File: src/rtl/rv32_pkg.sv
// Shared RV32 definitions used by the fetch stage and its IF/ID register.
package rv32_pkg;

    localparam int XLEN = 32;

    localparam logic [XLEN-1:0] NOP_INSTR        = 32'h0000_0013;
    localparam logic [XLEN-1:0] DEFAULT_RESET_PC = 32'h0000_0000;
    localparam logic [XLEN-1:0] ALIGN_MASK       = 32'h0000_0003;

    typedef enum logic {
        RUN  = 1'b0,
        HALT = 1'b1
    } fetch_state_e;

endpackage

File: src/rtl/if_id_reg.sv
// IF/ID pipeline register: load a fetched word, hold it, or insert a NOP bubble.
module if_id_reg
    import rv32_pkg::*;
(
    input  logic            clk,
    input  logic            rst,
    input  logic            load_i,
    input  logic            bubble_i,
    input  logic [XLEN-1:0] pc_i,
    input  logic [XLEN-1:0] instr_i,
    output logic [XLEN-1:0] pc_o,
    output logic [XLEN-1:0] instr_o,
    output logic            valid_o
);

    logic [XLEN-1:0] pc_q, pc_d;
    logic [XLEN-1:0] instr_q, instr_d;
    logic            valid_q, valid_d;

    // Bubble wins over load; neither asserted means hold.
    always_comb begin
        pc_d    = pc_q;
        instr_d = instr_q;
        valid_d = valid_q;
        if (bubble_i) begin
            pc_d    = pc_i;
            instr_d = NOP_INSTR;
            valid_d = 1'b0;
        end else if (load_i) begin
            pc_d    = pc_i;
            instr_d = instr_i;
            valid_d = 1'b1;
        end
    end

    always_ff @(posedge clk) begin
        if (rst) begin
            pc_q    <= '0;
            instr_q <= NOP_INSTR;
            valid_q <= 1'b0;
        end else begin
            pc_q    <= pc_d;
            instr_q <= instr_d;
            valid_q <= valid_d;
        end
    end

    assign pc_o    = pc_q;
    assign instr_o = instr_q;
    assign valid_o = valid_q;

endmodule

File: src/rtl/fetch_stage.sv
// RV32 instruction-fetch stage: PC sequencing, stall/redirect handling, IF/ID capture.
// Define FETCH_MISALIGN_CHECK_EN to halt on a misaligned redirect target.
module fetch_stage
    import rv32_pkg::*;
#(
    parameter logic [XLEN-1:0] RESET_PC = DEFAULT_RESET_PC
) (
    input  logic            clk,
    input  logic            rst,
    input  logic            stall,
    input  logic            redirect,
    input  logic [XLEN-1:0] redirect_pc,
    output logic [XLEN-1:0] imem_addr,
    input  logic [XLEN-1:0] imem_data,
    output logic [XLEN-1:0] if_pc,
    output logic [XLEN-1:0] if_instr,
    output logic            if_valid,
    output logic            fetch_misalign,
    output logic [XLEN-1:0] fetch_count,
    output fetch_state_e    dbg_state
);

    logic [XLEN-1:0] pc_q, pc_d;
    logic [XLEN-1:0] count_q, count_d;
    fetch_state_e    state_q, state_d;
    logic            ifid_load;
    logic            ifid_bubble;
`ifdef FETCH_MISALIGN_CHECK_EN
    logic            misalign_q, misalign_d;
`endif

    // Priority inside RUN: redirect > stall > advance (rst handled in the flops).
    always_comb begin
        pc_d        = pc_q;
        count_d     = count_q;
        state_d     = state_q;
        ifid_load   = 1'b0;
        ifid_bubble = 1'b0;
`ifdef FETCH_MISALIGN_CHECK_EN
        misalign_d  = misalign_q;
`endif
        case (state_q)
            RUN: begin
                if (redirect) begin
                    pc_d        = redirect_pc & ~ALIGN_MASK;
                    ifid_bubble = 1'b1;
`ifdef FETCH_MISALIGN_CHECK_EN
                    if ((redirect_pc & ALIGN_MASK) != '0) begin
                        state_d    = HALT;
                        misalign_d = 1'b1;
                    end
`endif
                end else if (!stall) begin
                    pc_d      = pc_q + 32'd4;
                    count_d   = count_q + 32'd1;
                    ifid_load = 1'b1;
                end
            end
            // The redirect into HALT already left a bubble in IF/ID, so holding keeps it.
            HALT: ;
            default: state_d = RUN;
        endcase
    end

    always_ff @(posedge clk) begin
        if (rst) begin
            pc_q    <= RESET_PC;
            count_q <= '0;
            state_q <= RUN;
        end else begin
            pc_q    <= pc_d;
            count_q <= count_d;
            state_q <= state_d;
        end
    end

`ifdef FETCH_MISALIGN_CHECK_EN
    always_ff @(posedge clk) begin
        if (rst) misalign_q <= 1'b0;
        else     misalign_q <= misalign_d;
    end
    assign fetch_misalign = misalign_q;
`else
    assign fetch_misalign = 1'b0;
`endif

    if_id_reg u_if_id (
        .clk      (clk),
        .rst      (rst),
        .load_i   (ifid_load),
        .bubble_i (ifid_bubble),
        .pc_i     (pc_q),
        .instr_i  (imem_data),
        .pc_o     (if_pc),
        .instr_o  (if_instr),
        .valid_o  (if_valid)
    );

    assign imem_addr   = pc_q;
    assign fetch_count = count_q;
    assign dbg_state   = state_q;

endmodule
File: config.mk
export PLATFORM = sky130hd
export DESIGN_NAME = fetch_stage
export DESIGN_NICKNAME = d
export VERILOG_FILES = /design/src/rtl/rv32_pkg.sv /design/src/rtl/if_id_reg.sv /design/src/rtl/fetch_stage.sv
export SDC_FILE = /design/constraint.sdc
export NUM_CORES = 1
export LEC_CHECK = 0
export CAP_MARGIN = 20
export CORE_ASPECT_RATIO = 0.9
export CORE_MARGIN = 3
export CORE_UTILIZATION = 35
export DETAILED_ROUTE_END_ITERATION = 12
export PLACE_DENSITY = 0.78
export REMOVE_ABC_BUFFERS = 1
export SLEW_MARGIN = 0
export SYNTH_ARGS = -nofsm -noshare
export SYNTH_HDL_FRONTEND = slang
export SYNTH_HIERARCHICAL = 1
export SYNTH_SLANG_ARGS = --single-unit
File: constraint.sdc
create_clock -name clk -period 2.1 [get_ports clk]
set_input_delay 0.21 -clock clk [delete_from_list [all_inputs] [get_ports clk]]
set_output_delay 0.21 -clock clk [all_outputs]
set_load 0.05 [all_outputs]
==> impl_results.md <==
- Sw Share: 27.94%
- Layout area overhead: 50.22%
- WP data arrival: 2340 ps
- Row cnt: 44
- Total power: 6.241 mW
- Dpl cells: 1059
- GPL Wtd Cong: 0.7791
- Worst slew margin relative to its limit: 62.85%
- Post-place setup slack: -176.4 ps
- Met3 GRT Util: 5.871%
- CP max FO: 17
- CTS H-Tree Depth: 4
- Drt wl/cell: 15.62 µm
- Drt pass-1 iters: 4
- Global route hottest layer: met2
- CTS tree: yes
- Synth Flop Type: dfxtp_1
- CP Class: reg2reg
- Crit path launch type: flop
- Clk_skew: 7.218 ps
- Port bufs: 192
- TNS Setup: 0 ps
- Syn_area_per_cell: 9.037 µm²
- Vias: 5698
- Biggest area consumer among synthesized cells: dfxtp_1
- Ys Warns: 6
- Max-slew violation count: 0
- Fin nets: 941
- Seq/Total Area, Yosys: 43.48%
- Post-synth EDFFs: 0
- Initial antenna violation count: 0
- CTS Root Cell: clkbuf_16
- Die Span X: 142.2 µm
- Core Util, Final: 54.08%
- Leak: 3.086 nW
- Reg area: 2542 µm²
- Worst skew pair latency: 410 ps
- FFs w/ async S/R, synth: 0%
- Critical Path End Type: flop
- Max Cap Viol: 0
- Post-synth top area share: 43.48%
- Min-Delay Path Class: in2reg
- Multi-input gate area: 2995 µm²
- Overall routing resource usage: 18.38%
- Post-cts sizing count: 0
- Synth Cell Area: 5847 µm²
- Status: completed
- Dominant cells by area after synthesis: dfxtp_1 43%, mux2i_1 5.6%, a21oi_1 4.7%, nor2_1 4.7%, or3b_1 4.6%
- Post-Syn Instances: 647
- Clock-pin slew on the worst setup and hold paths: 60 ps
- DP Area: 8233 µm²
- Starting Density: 36.00%
- Fmax: 489.7 MHz
- Synthesis-stage register bit count: 127
- GR Util met1: 23.70%
- Hold Vio Cnt, Final: 0
- I/O pin total: 199
- HPWL after detailed placement: 12090 µm
- Synth cell types: 54
- Chip Height: 128.6 µm
- Logic gate share of total power: 16.1%
- Max clock buf depth: 2
- Share of cells above drive strength 1: 11.43%
- Layout fillers: 1456
- Initial DRC count: 312
- Vias in the first global route: 5314
- Final Cycle Share: 97.24%
- Hold Worst Slack: 237.0 ps
- Setup violators final: 0
- Remaining global-route overflow: 0
- Drt drc: 0
- Switch Pwr: 1.744 mW
- Die Area: 18290 µm²
- Post-DRT Antenna Nets: 0
- Clock power frac: 42.7%
- Internal: 4.498 mW
- Slew @ Worst Pin: 552.2 ps
- # diodes: 0
- Vias/cell: 5.223
- Final Instance Area: 8783 µm²
- TritonCTS Sinks: 127
- Maximum VDD drop: 0.4990 mV
- Flop pwr share: 41.1%
- RSZ-0062 raised after global routing: no
- CP Data Required Time: 2400 ps
- Post-CTS setup buffers: 0
- Met2 GRT Util: 29.95%
- Pwr Density: 710.6 nW/µm²
- TritonCTS Buffers: 17
- Global-route wire length before repair: 27170 µm
- Hold Buf Count CTS: 0
- Final instance count without filler cells: 1091
- Minimum clock period: 2042 ps
- Core ar.: 16240 µm²
- Largest net degree at the start of global routing: 82
- PnR worst setup slack: 57.92 ps
- Post-Route WL: 17050 µm
==> placed cells by master, fill, tap and decap left out, types with 3 or more instances in the layout <==
master,n
clkdlybuf4s50_1,189
dfxtp_1,127
nor2_1,72
a21oi_1,55
buf_4,53
o21ai_0,44
mux2i_1,33
or3b_1,31
nand2_1,26
nand4_1,20
or4_1,18
o31ai_1,18
clkbuf_16,17
nand3_1,16
a211oi_1,14
xor2_1,12
and4_1,11
xnor2_1,11
inv_1,11
a311oi_1,11
or3_1,10
nor4_1,7
and3_1,7
nor3_1,6
conb_1,6
clkinv_2,6
buf_12,5
nor2b_1,4
clkbuf_8,3
clkinv_4,3
==> cell type report <==
class                           count  area share (%)
Clock buffer                       22           5.399
Clock inverter                     10          0.7265
Inverter                           11          0.4701
Multi-Input combinational cell    465           34.10
Sequential cell                   127           28.95
Tap cell                          207           2.949
Timing Repair Buffer              249           27.41
==> power by group through the flow <==
stage	Sequential [mW]	Combinational (mW)	Clock [mW]
4_1_cts	2.56	1.01	2.73
6_report	2.57	1.01	2.67
3_5_place_dp	2.62	1.01	0
3_3_place_gp	2.61	1.00	0
5_1_grt	2.58	1.07	2.83
2_1_floorplan	2.92	0.227	0
==> critical path, cell delays in order, from the launching register on <==
cell	delay (ps)
dfxtp_1	390
nand4_1	140
or4_1	510
buf_4	210
nor4_2	320
mux2_2	360
==> Yosys cell counts, types with 11 or more instances <==
master / number
clkbuf_1: 26
mux2i_1: 33
a311oi_1: 11
a211oi_1: 14
or4_1: 19
xor2_1: 12
a21oi_1: 55
dfxtp_1: 127
o21ai_0: 44
or3b_1: 31
o31ai_1: 18
and4_1: 11
nand4_1: 20
nand3_1: 16
nor2_1: 73
xnor2_1: 11
nand2_1: 26
inv_1: 11
==> logic make-up (layout without fill, tap and decap cells) <==
family	after synthesis	after routing	synth area share (%)
xor gates and xnor gates	23	23	3.445
DFF	127	127	43.48
adders and majority gates	2	2	0.4279
muxes	35	35	6.035
other	1	6	0.06414
AOI/OAI and AO/OA	150	150	15.36
buffers and inverters	60	292	5.906
and+or+nand+nor	249	249	25.27
==> flip-flops by register name, summed over array words and instances, names as in the netlist <==
register	count
fetch_count	32
imem_addr	30
u_if_id/instr_o	32
u_if_id/pc_o	32
u_if_id/valid_o	1
==> metal layers <==
metal	part of all wire, %	wire length (µm)
met3	6.2	1057
met2	47	8083
met5	0	0
met4	1.3	216
met1	45	7688
==> final timing paths <==
path / slack, ps / depth (start not counted) / from / endpoint
setup / recovery: 60 / 5 / fetch_count[19]$_SDFFE_PP0P_ / fetch_count[31]$_SDFFE_PP0P_
hold / removal: 240 / 2 / rst / fetch_count[26]$_SDFFE_PP0P_
setup reg to reg: 60 / 5 / fetch_count[19]$_SDFFE_PP0P_ / fetch_count[31]$_SDFFE_PP0P_
hold reg to reg: 480 / 2 / u_if_id/valid_o$_SDFFE_PP0P_ / u_if_id/valid_o$_SDFFE_PP0P_
(Power assumes the default switching activity.)
